[config.mk]
export PLATFORM = sky130hd
export DESIGN_NAME = maint_cmd_arbiter
export DESIGN_NICKNAME = d
export VERILOG_FILES = /design/src/rtl/maint_cmd_arbiter.sv
export SDC_FILE = /design/constraint.sdc
export NUM_CORES = 1
export LEC_CHECK = 0
export CAP_MARGIN = 20
export CORE_ASPECT_RATIO = 1.25
export CORE_UTILIZATION = 30
export CTS_BUF_LIST = sky130_fd_sc_hd__clkbuf_16
export DETAILED_ROUTE_END_ITERATION = 12
export HOLD_SLACK_MARGIN = 0.05
export PLACE_DENSITY_LB_ADDON = 0.08
export SYNTH_ARGS = -nofsm -noshare
export SYNTH_HDL_FRONTEND = slang
export SYNTH_SLANG_ARGS = --single-unit
[constraint.sdc]
create_clock -name c0_ddr4_clk_i -period 3.35 [get_ports c0_ddr4_clk_i]
set_input_delay 1.005 -clock c0_ddr4_clk_i [delete_from_list [all_inputs] [get_ports c0_ddr4_clk_i]]
set_output_delay 1.005 -clock c0_ddr4_clk_i [all_outputs]
set_load 0.02 [all_outputs]
[src/rtl/maint_cmd_arbiter.sv]
// maint_cmd_arbiter: times DDR4 refresh / ZQ / periodic-read intervals and injects maintenance words into the host command stream
//   c0_ddr4_clk_i   in   1          single clock
//   axi_resetn_i    in   1          synchronous active-low reset
//   maint_en_i      in   1          1 = timers run and injection allowed, 0 = pure pass-through
//   s_cmd_*         in/out          host command stream (tdata/tvalid/tlast in, tready out)
//   m_cmd_*         out/in          command stream to sddt_core (tdata/tvalid out, tready in)
//   ref_pending_o   out  4          outstanding refreshes
//   maint_err_o     out  1          sticky ref_pending overflow
//   Optional: define MAINT_STATS_EN to add ref_issued_cnt_o[31:0] and preempt_cnt_o[15:0].
module maint_cmd_arbiter #(
    parameter int unsigned          CMD_WIDTH    = 128,
    parameter int unsigned          REF_INTERVAL = 5200,
    parameter int unsigned          ZQ_INTERVAL  = 85333333,
    parameter int unsigned          RD_INTERVAL  = 0,
    parameter int unsigned          MAX_POSTPONE = 8,
    parameter logic [CMD_WIDTH-1:0] REF_CMD      = CMD_WIDTH'(1),
    parameter logic [CMD_WIDTH-1:0] ZQ_CMD       = CMD_WIDTH'(2),
    parameter logic [CMD_WIDTH-1:0] RD_CMD       = CMD_WIDTH'(3)
) (
    input  logic                 c0_ddr4_clk_i,
    input  logic                 axi_resetn_i,
    input  logic                 maint_en_i,
    input  logic [CMD_WIDTH-1:0] s_cmd_tdata_i,
    input  logic                 s_cmd_tvalid_i,
    input  logic                 s_cmd_tlast_i,
    output logic                 s_cmd_tready_o,
    output logic [CMD_WIDTH-1:0] m_cmd_tdata_o,
    output logic                 m_cmd_tvalid_o,
    input  logic                 m_cmd_tready_i,
`ifdef MAINT_STATS_EN
    output logic [31:0]          ref_issued_cnt_o,
    output logic [15:0]          preempt_cnt_o,
`endif
    output logic [3:0]           ref_pending_o,
    output logic                 maint_err_o
);

    typedef enum logic [1:0] {IDLE, HOST, INJECT} state_t;
    typedef enum logic [1:0] {K_REF, K_ZQ, K_RD} kind_t;

    localparam logic [31:0] REF_RELOAD   = (REF_INTERVAL == 0) ? 32'd0 : 32'(REF_INTERVAL - 1);
    localparam logic [31:0] ZQ_RELOAD    = (ZQ_INTERVAL == 0) ? 32'd0 : 32'(ZQ_INTERVAL - 1);
    localparam logic [31:0] RD_RELOAD    = (RD_INTERVAL == 0) ? 32'd0 : 32'(RD_INTERVAL - 1);
    localparam logic [3:0]  POSTPONE_LVL = 4'(MAX_POSTPONE);

    state_t                 state_q, state_d;
    kind_t                  kind_q, kind_d, sel_kind;
    logic                   ret_host_q, ret_host_d;
    logic [CMD_WIDTH-1:0]   inj_data_q, inj_data_d, sel_data;
    logic [31:0]            ref_tmr_q, ref_tmr_d, zq_tmr_q, zq_tmr_d, rd_tmr_q, rd_tmr_d;
    logic [3:0]             ref_pending_q, ref_pending_d;
    logic                   zq_q, zq_d, rd_q, rd_d, err_q, err_d;
    logic                   ref_tick, zq_tick, rd_tick;
    logic                   ref_hs, zq_hs, rd_hs;
    logic                   any_pend, force_pre, more_any, more_ref;

    // Interval timers: hold at reload while disabled, tick on the cycle they reach zero.
    always_comb begin
        ref_tick  = maint_en_i && (REF_INTERVAL != 0) && (ref_tmr_q == '0);
        zq_tick   = maint_en_i && (ZQ_INTERVAL != 0) && (zq_tmr_q == '0);
        rd_tick   = maint_en_i && (RD_INTERVAL != 0) && (rd_tmr_q == '0);
        ref_tmr_d = (!maint_en_i || ref_tmr_q == '0) ? REF_RELOAD : ref_tmr_q - 32'd1;
        zq_tmr_d  = (!maint_en_i || zq_tmr_q == '0) ? ZQ_RELOAD : zq_tmr_q - 32'd1;
        rd_tmr_d  = (!maint_en_i || rd_tmr_q == '0) ? RD_RELOAD : rd_tmr_q - 32'd1;
    end

    // Request bookkeeping; an injected word is always valid, so ready alone completes it.
    always_comb begin
        ref_hs        = (state_q == INJECT) && m_cmd_tready_i && (kind_q == K_REF);
        zq_hs         = (state_q == INJECT) && m_cmd_tready_i && (kind_q == K_ZQ);
        rd_hs         = (state_q == INJECT) && m_cmd_tready_i && (kind_q == K_RD);
        ref_pending_d = ref_pending_q;
        err_d         = err_q;
        if (!maint_en_i)
            ref_pending_d = '0;
        else if (ref_tick && !ref_hs) begin
            if (ref_pending_q == 4'hF)
                err_d = 1'b1;
            else
                ref_pending_d = ref_pending_q + 4'd1;
        end else if (!ref_tick && ref_hs && ref_pending_q != '0)
            ref_pending_d = ref_pending_q - 4'd1;
        // A tick arriving with the handshake is a fresh request, so it wins over the clear.
        zq_d = maint_en_i && (zq_tick || (zq_q && !zq_hs));
        rd_d = maint_en_i && (rd_tick || (rd_q && !rd_hs));
    end

    always_comb begin
        any_pend       = maint_en_i && (ref_pending_q != '0 || zq_q || rd_q);
        force_pre      = maint_en_i && (ref_pending_q >= POSTPONE_LVL);
        more_any       = maint_en_i && (ref_pending_d != '0 || zq_d || rd_d);
        more_ref       = maint_en_i && (ref_pending_d != '0);
        // Selection looks at next-cycle request state so the word just completed is excluded.
        sel_kind       = (ref_pending_d != '0) ? K_REF : zq_d ? K_ZQ : K_RD;
        sel_data       = (ref_pending_d != '0) ? REF_CMD : zq_d ? ZQ_CMD : RD_CMD;
        state_d        = state_q;
        ret_host_d     = ret_host_q;
        kind_d         = kind_q;
        inj_data_d     = inj_data_q;
        m_cmd_tdata_o  = s_cmd_tdata_i;
        m_cmd_tvalid_o = s_cmd_tvalid_i;
        s_cmd_tready_o = m_cmd_tready_i;
        case (state_q)
            IDLE: begin
                if (any_pend) begin
                    m_cmd_tvalid_o = 1'b0;
                    s_cmd_tready_o = 1'b0;
                    state_d        = INJECT;
                    ret_host_d     = 1'b0;
                    kind_d         = sel_kind;
                    inj_data_d     = sel_data;
                end else if (s_cmd_tvalid_i && m_cmd_tready_i && !s_cmd_tlast_i)
                    state_d = HOST;
            end
            HOST: begin
                if (force_pre) begin
                    m_cmd_tvalid_o = 1'b0;
                    s_cmd_tready_o = 1'b0;
                    state_d        = INJECT;
                    ret_host_d     = 1'b1;
                    kind_d         = K_REF;
                    inj_data_d     = REF_CMD;
                end else if (s_cmd_tvalid_i && m_cmd_tready_i && s_cmd_tlast_i)
                    state_d = IDLE;
            end
            INJECT: begin
                m_cmd_tvalid_o = 1'b1;
                m_cmd_tdata_o  = inj_data_q;
                s_cmd_tready_o = 1'b0;
                if (m_cmd_tready_i) begin
                    // Mid-packet preemption only drains refreshes; ZQ/RD wait for a boundary.
                    if (ret_host_q ? more_ref : more_any) begin
                        kind_d     = sel_kind;
                        inj_data_d = sel_data;
                    end else
                        state_d = ret_host_q ? HOST : IDLE;
                end
            end
            default: state_d = IDLE;
        endcase
        if (!axi_resetn_i) begin
            m_cmd_tvalid_o = 1'b0;
            m_cmd_tdata_o  = '0;
            s_cmd_tready_o = 1'b0;
        end
    end

    always_ff @(posedge c0_ddr4_clk_i) begin
        if (!axi_resetn_i) begin
            state_q       <= IDLE;
            ret_host_q    <= 1'b0;
            kind_q        <= K_REF;
            inj_data_q    <= '0;
            ref_tmr_q     <= REF_RELOAD;
            zq_tmr_q      <= ZQ_RELOAD;
            rd_tmr_q      <= RD_RELOAD;
            ref_pending_q <= '0;
            zq_q          <= 1'b0;
            rd_q          <= 1'b0;
            err_q         <= 1'b0;
        end else begin
            state_q       <= state_d;
            ret_host_q    <= ret_host_d;
            kind_q        <= kind_d;
            inj_data_q    <= inj_data_d;
            ref_tmr_q     <= ref_tmr_d;
            zq_tmr_q      <= zq_tmr_d;
            rd_tmr_q      <= rd_tmr_d;
            ref_pending_q <= ref_pending_d;
            zq_q          <= zq_d;
            rd_q          <= rd_d;
            err_q         <= err_d;
        end
    end

    assign ref_pending_o = ref_pending_q;
    assign maint_err_o   = err_q;

`ifdef MAINT_STATS_EN
    logic [31:0] ref_issued_q;
    logic [15:0] preempt_q;

    always_ff @(posedge c0_ddr4_clk_i) begin
        if (!axi_resetn_i) begin
            ref_issued_q <= '0;
            preempt_q    <= '0;
        end else begin
            if (ref_hs)
                ref_issued_q <= ref_issued_q + 32'd1;
            if (state_q == HOST && state_d == INJECT)
                preempt_q <= preempt_q + 16'd1;
        end
    end

    assign ref_issued_cnt_o = ref_issued_q;
    assign preempt_cnt_o    = preempt_q;
`endif

endmodule
After elaboration in Yosys (flattened, before gate mapping):

Cells that the tools add are included.

* multiplexer cells: 40
* order comparisons: 1
* bitwise gates (word level): 1
* reductions and logical operators: 47
* add/sub/neg operators: 4
* equality and inequality tests: 12

Operators with widths (number)
* 128-bit two-way mux: 6
* 128-bit one-hot mux with 3 select lines: 1
* 32-bit logical NOT: 2
* 32-bit by 1-bit subtractor with 32-bit output, second input constant: 2
* 2-bit two-way mux: 13
* 1-bit logical AND: 20
* 4-bit two-way mux: 4
* 2-bit one-hot mux with 3 select lines: 2
* 1-bit two-way mux: 11
* 2-bit != test, second input constant: 4
* 4-bit nonzero test: 2
* 1-bit logical OR: 7
* 1-bit logical NOT: 6
* 3-bit != test, second input constant: 2
* 1-bit one-hot mux with 3 select lines: 2
* 3-bit AND reduction: 2
* 5-bit AND reduction: 1
* 4-bit by 1-bit adder with 4-bit output, second input constant: 1
* 2-bit by 1-bit equality test with 1-bit output, second input constant: 2
* 2-bit equality test, second input constant: 2
* 4-bit equality test, second input constant: 1
* 4-bit >= comparator, second input constant: 1
* 2-bit logical NOT: 2
* 4-bit AND reduction: 1
* 7 further kinds: 8

* logic and storage cells: 115
* register bits: 204
* output and inout port bits: 135
* input port bits: 134

Depth between registers and ports, before layout:

Gate-level depths: netlist of run 1.

* depth after elaboration: 16
* depth in mapped cells: 11

Worst setup path after synthesis of run 1:

Ideal clock, no wire load.

* path kind: input -> output
* from: in axi_resetn_i
* to: out m_cmd_tdata_o[100]
* stages: 5
* slack: 260 ps
* data required time: 2345 ps
* arrival: 2085 ps
* cells stage by stage: inv_1 -> nor2_1 -> buf_1 -> clkbuf_1 -> and2_1

* cells in the longest elaborated chain, start to end: 1

RTL lines
* start: declaration: RTL line 21 `input logic axi_resetn_i,`
* 128-bit two-way mux: RTL line 141 `if (!axi_resetn_i) begin`
* end: declaration: RTL line 27 `output logic [CMD_WIDTH-1:0] m_cmd_tdata_o,`

No other way between the ends.

Final worst setup path of run 1:

* from: in maint_en_i
* to: out s_cmd_tready_o

* cells in the longest elaborated chain, start to end: 4
* elaborated cells between the ends (all ways): 6
* classes of those cells: mux (4); reduce/logical (2)

RTL lines
* start: declaration: RTL line 22 `input logic maint_en_i,`
* 1-bit logical AND (on tied branches): RTL line 90, 89
* 1-bit two-way mux (on tied branches): RTL line 116, 105
* 1-bit one-hot mux with 3 select lines (*): RTL line 103 `case (state_q)`
* 1-bit two-way mux (*): RTL line 141
* end: declaration: RTL line 26 `output logic s_cmd_tready_o,`

Mark *: on every way between the ends. The rest lies on a longest branch, timed or not.

==> results of run 1 <==
report_power, final:
group | leakage (nW) | internal, mW | switching, mW
clock network | 0.145 | 0.565 | 0.369
logic | 2.41 | 0.327 | 0.283
registers | 0.630 | 0.934 | 0.00625
total | 3.18 | 1.83 | 0.659
kinds of logic after synthesis:
kind of cell | after synthesis
xor gates and xnor gates | 50
buffers and inverters | 39
muxes | 4
adders and majority gates | 5
and+or+nand+nor | 343
AOI/OAI and AO/OA | 56
DFF | 78
per-stage QoR:
step                      utilization  instances
final                           0.518       1046
after global routing            0.518       1046
after CTS                       0.506       1041
after detailed placement        0.509       1023
after global placement          0.509       1023
after floorplan                     -        575
worst reg2reg max path: stages (launching register included):
cell and delay [ns]:
dfxtp_1 0.33, or4_1 0.64, nor4_4 0.23, nor4b_2 0.29, nand2_1 0.11, or3_1 0.38, o21ai_1 0.29, o41ai_4 0.12
buf_4 0.17, o41ai_1 0.34
how the worst max path moves through the flow:
| stage | slack, ns | to |
|---|---|---|
| floorplan | 0.26 | m_cmd_tdata_o[100] |
| global placement | -0.51 | m_cmd_tdata_o[21] |
| detailed placement | -0.53 | m_cmd_tdata_o[21] |
| CTS | -0.34 | m_cmd_tdata_o[14] |
| global route | -0.06 | s_cmd_tready_o |
| finish | 0.07 | s_cmd_tready_o |
layout make-up:
cell class,instances,area share
tap,182,0.0294
inverter,12,0.00582
timing repair buffer,301,0.349
multi-input combinational,458,0.377
clock inverter,6,0.00743
sequential,78,0.202
clock buffer,9,0.0291
layer usage:
layer | vias to the layer above | global-route usage
li1 | 2486 | -
met1 | 2292 | 0.207
met2 | 200 | 0.390
met3 | 29 | 0.0640
met4 | 0 | 0.0968
met5 | - | 0
layout by cell type (no fill, tap or decap), drive strengths merged, types with 7 or more instances in the layout:
master	synthesis	final
clkdlybuf4s50	0	137
buf	1	131
and2	130	130
dfxtp	78	78
nor2	74	74
nand2	42	42
xnor2	34	34
clkdlybuf4s15	0	19
clkbuf	26	19
nor3	17	17
a21oi	16	16
xor2	16	16
inv	12	15
nor4	15	15
or3	13	13
nand3	13	13
o21ai	12	12
or4	8	8
nand2b	7	7
flip-flops by register name, summed over array words and instances (netlist names):
register / count
ref_tmr_q: 32
ret_host_q: 1
state_q: 2
ref_pending_o: 4
inj_data_q: 2
maint_err_o: 1
zq_tmr_q: 32
kind_q: 2
rd_q: 1
zq_q: 1
what timing repair did:
item | in CTS | in global routing
gates resized for setup | 503 | 59
setup buffers | 2 | 1
cloned | 1 | 4
pin swaps | 0 | 1
endpoints found under the setup margin | 130 | 104
==> impl_metrics.env, run 1 <==
export IMPL_status="completed"
export IMPL_power_density_nw_per_um2=321
export IMPL_start_kind="input port"
export IMPL_numCtsBuffers=9
export IMPL_yosysUniqueCellTypes=56
export IMPL_syn_cell_area_um2=4580
export IMPL_drc_errors=0
export IMPL_grt_antenna_before_repair=0
export IMPL_wl_met2_um=8800
export IMPL_max_slew_margin=0.589
export IMPL_yosysTopAreaCellShare=0.341
export IMPL_clkLatencyLatePin_ns=0.34
export IMPL_critPathKind="input port to output pin"
export IMPL_crit_required_ns=2.34
export IMPL_fp_dieH_um=140
export IMPL_ys_ff_latch=78
export IMPL_cp_depth=7
export IMPL_vias_per_cell=4.79
export IMPL_grt_pass1_vias=4999
export IMPL_htreeDepth=3
export IMPL_pre_cts_ws_ns=-0.526
export IMPL_worst_pin_slew_ns=0.607
export IMPL_fp_coreArea_um2=15000
export IMPL_hold_ws_ns=0.403
export IMPL_synth_warnings=0
export IMPL_met3_length_um=1170
export IMPL_synthAdderAreaFrac=0.0137
export IMPL_num_rows=50
export IMPL_min_from="ref_tmr_q[0]"
export IMPL_post_route_period_util=0.980
export IMPL_min_path_type="register to register"
export IMPL_hold_path_endpoint="ref_tmr_q[0]"
export IMPL_seqCellArea_um2=1560
export IMPL_drtPass1Iterations=4
export IMPL_tns_ns=0
export IMPL_drt_total_wl_um=16700
export IMPL_grt_usage=0.208
export IMPL_peakVddDrop_mv=0.226
export IMPL_report_final_slew_viol_count=0
export IMPL_skew_ns=0.00658
export IMPL_clock_sinks=78
export IMPL_cts_tree="yes"
export IMPL_design_area_um2=7740
export IMPL_cp_end_kind="output pin"
export IMPL_root_buffer="clkbuf_16"
export IMPL_synth_flop_cell="dfxtp_1"
export IMPL_vias=5007
export IMPL_synth_cells=575
export IMPL_holdBufCountCts=0
export IMPL_cpLargestDelayFamily="buffers and inverters"
export IMPL_drive_gt1_frac=0.228
export IMPL_critical_path_max_stage_delay_ns=0.47
export IMPL_route_top_layer_used="met4"
export IMPL_r2r_start="zq_tmr_q[22]"
export IMPL_reg2reg_setup_slack_ns=0.34
export IMPL_fin_crit_ns=3.28
export IMPL_die_area_um2=15800
export IMPL_place_area_um2=7610
export IMPL_seq_area_frac_synth=0.341
export IMPL_cp_data_arrival_time_ns=2.28
export IMPL_fmax_mhz=305
export IMPL_cp_startpoint="maint_en_i"
export IMPL_dp_hpwl_um=13100
export IMPL_grt_pass1_wl_um=25400
export IMPL_io_pins=269
export IMPL_synthMuxAreaShare=0.00875
export IMPL_fill_cells=1445
export IMPL_drv_cap=0
export IMPL_critPathMaxFanout=4
export IMPL_yosys_top_cells_area="dfxtp_1, and2_1, xnor2_1, nor2_1, nand2_1"
export IMPL_synth_most_common_cell="and2_1"
export IMPL_async_flop_share=0
export IMPL_clk_pin_slew_ns=0.06
export IMPL_synth_edff_count=0
export IMPL_cts_buffer_depth=2
export IMPL_syn_area_per_cell_um2=7.96
export IMPL_crit_slowest_cell="clkdlybuf4s50_1"
export IMPL_gp_congestion=0.857
export IMPL_reg2reg_to="kind_q[0]"
export IMPL_synth_top_family_by_area="simple AND/OR/NAND/NOR gates"
export IMPL_worstRegToRegCells=9
export IMPL_hold_violations=0
export IMPL_total_power_mw=2.48
export IMPL_crit_buf_inv=3
export IMPL_rsz0062_at_grt="yes"
export IMPL_syn_nets=714
export IMPL_die_x_um=112
export IMPL_grt_ovfl_total=0
export IMPL_hold_path_depth=1
export IMPL_wirelength_met1_um=6110
export IMPL_synthXorXnorAreaFrac=0.0957
export IMPL_start_util=0.306
export IMPL_areaGrowthSynthToFinish_pct=69.2
export IMPL_synth_simple_area_share=0.424
export IMPL_drtIter0Drc=208
export IMPL_diodes=0
export IMPL_nets=999
export IMPL_synth_common_cells="and2_1, dfxtp_1, nor2_1"
export IMPL_finalSetupViolCount=0
export IMPL_synth_compound_area_frac=0.0847
export IMPL_crit_chain="clkdlybuf4s50_1, inv_1, a21oi_1, o21ai_1, nor2_1, nor3_1, buf_4"
export IMPL_postRouteAntennaNets=0
export IMPL_wl_per_cell_um=15.9
export IMPL_io_buffers=268
export IMPL_multi_input_area_um2=2920
export IMPL_layout_setup_ws_ns=0.0686
export IMPL_p_leak_nw=3.18
export IMPL_grt_max_degree=71
export IMPL_synth_top_area_cell="dfxtp_1"
Note: power is estimated with default switching activity, not from simulation.
==> inputs of run 2 (changes only) <==
CTS_CLUSTER_DIAMETER = 100   (was default)
==> results of run 2 <==
No change in the layout: final DEF, timing and power equal those of run 1.
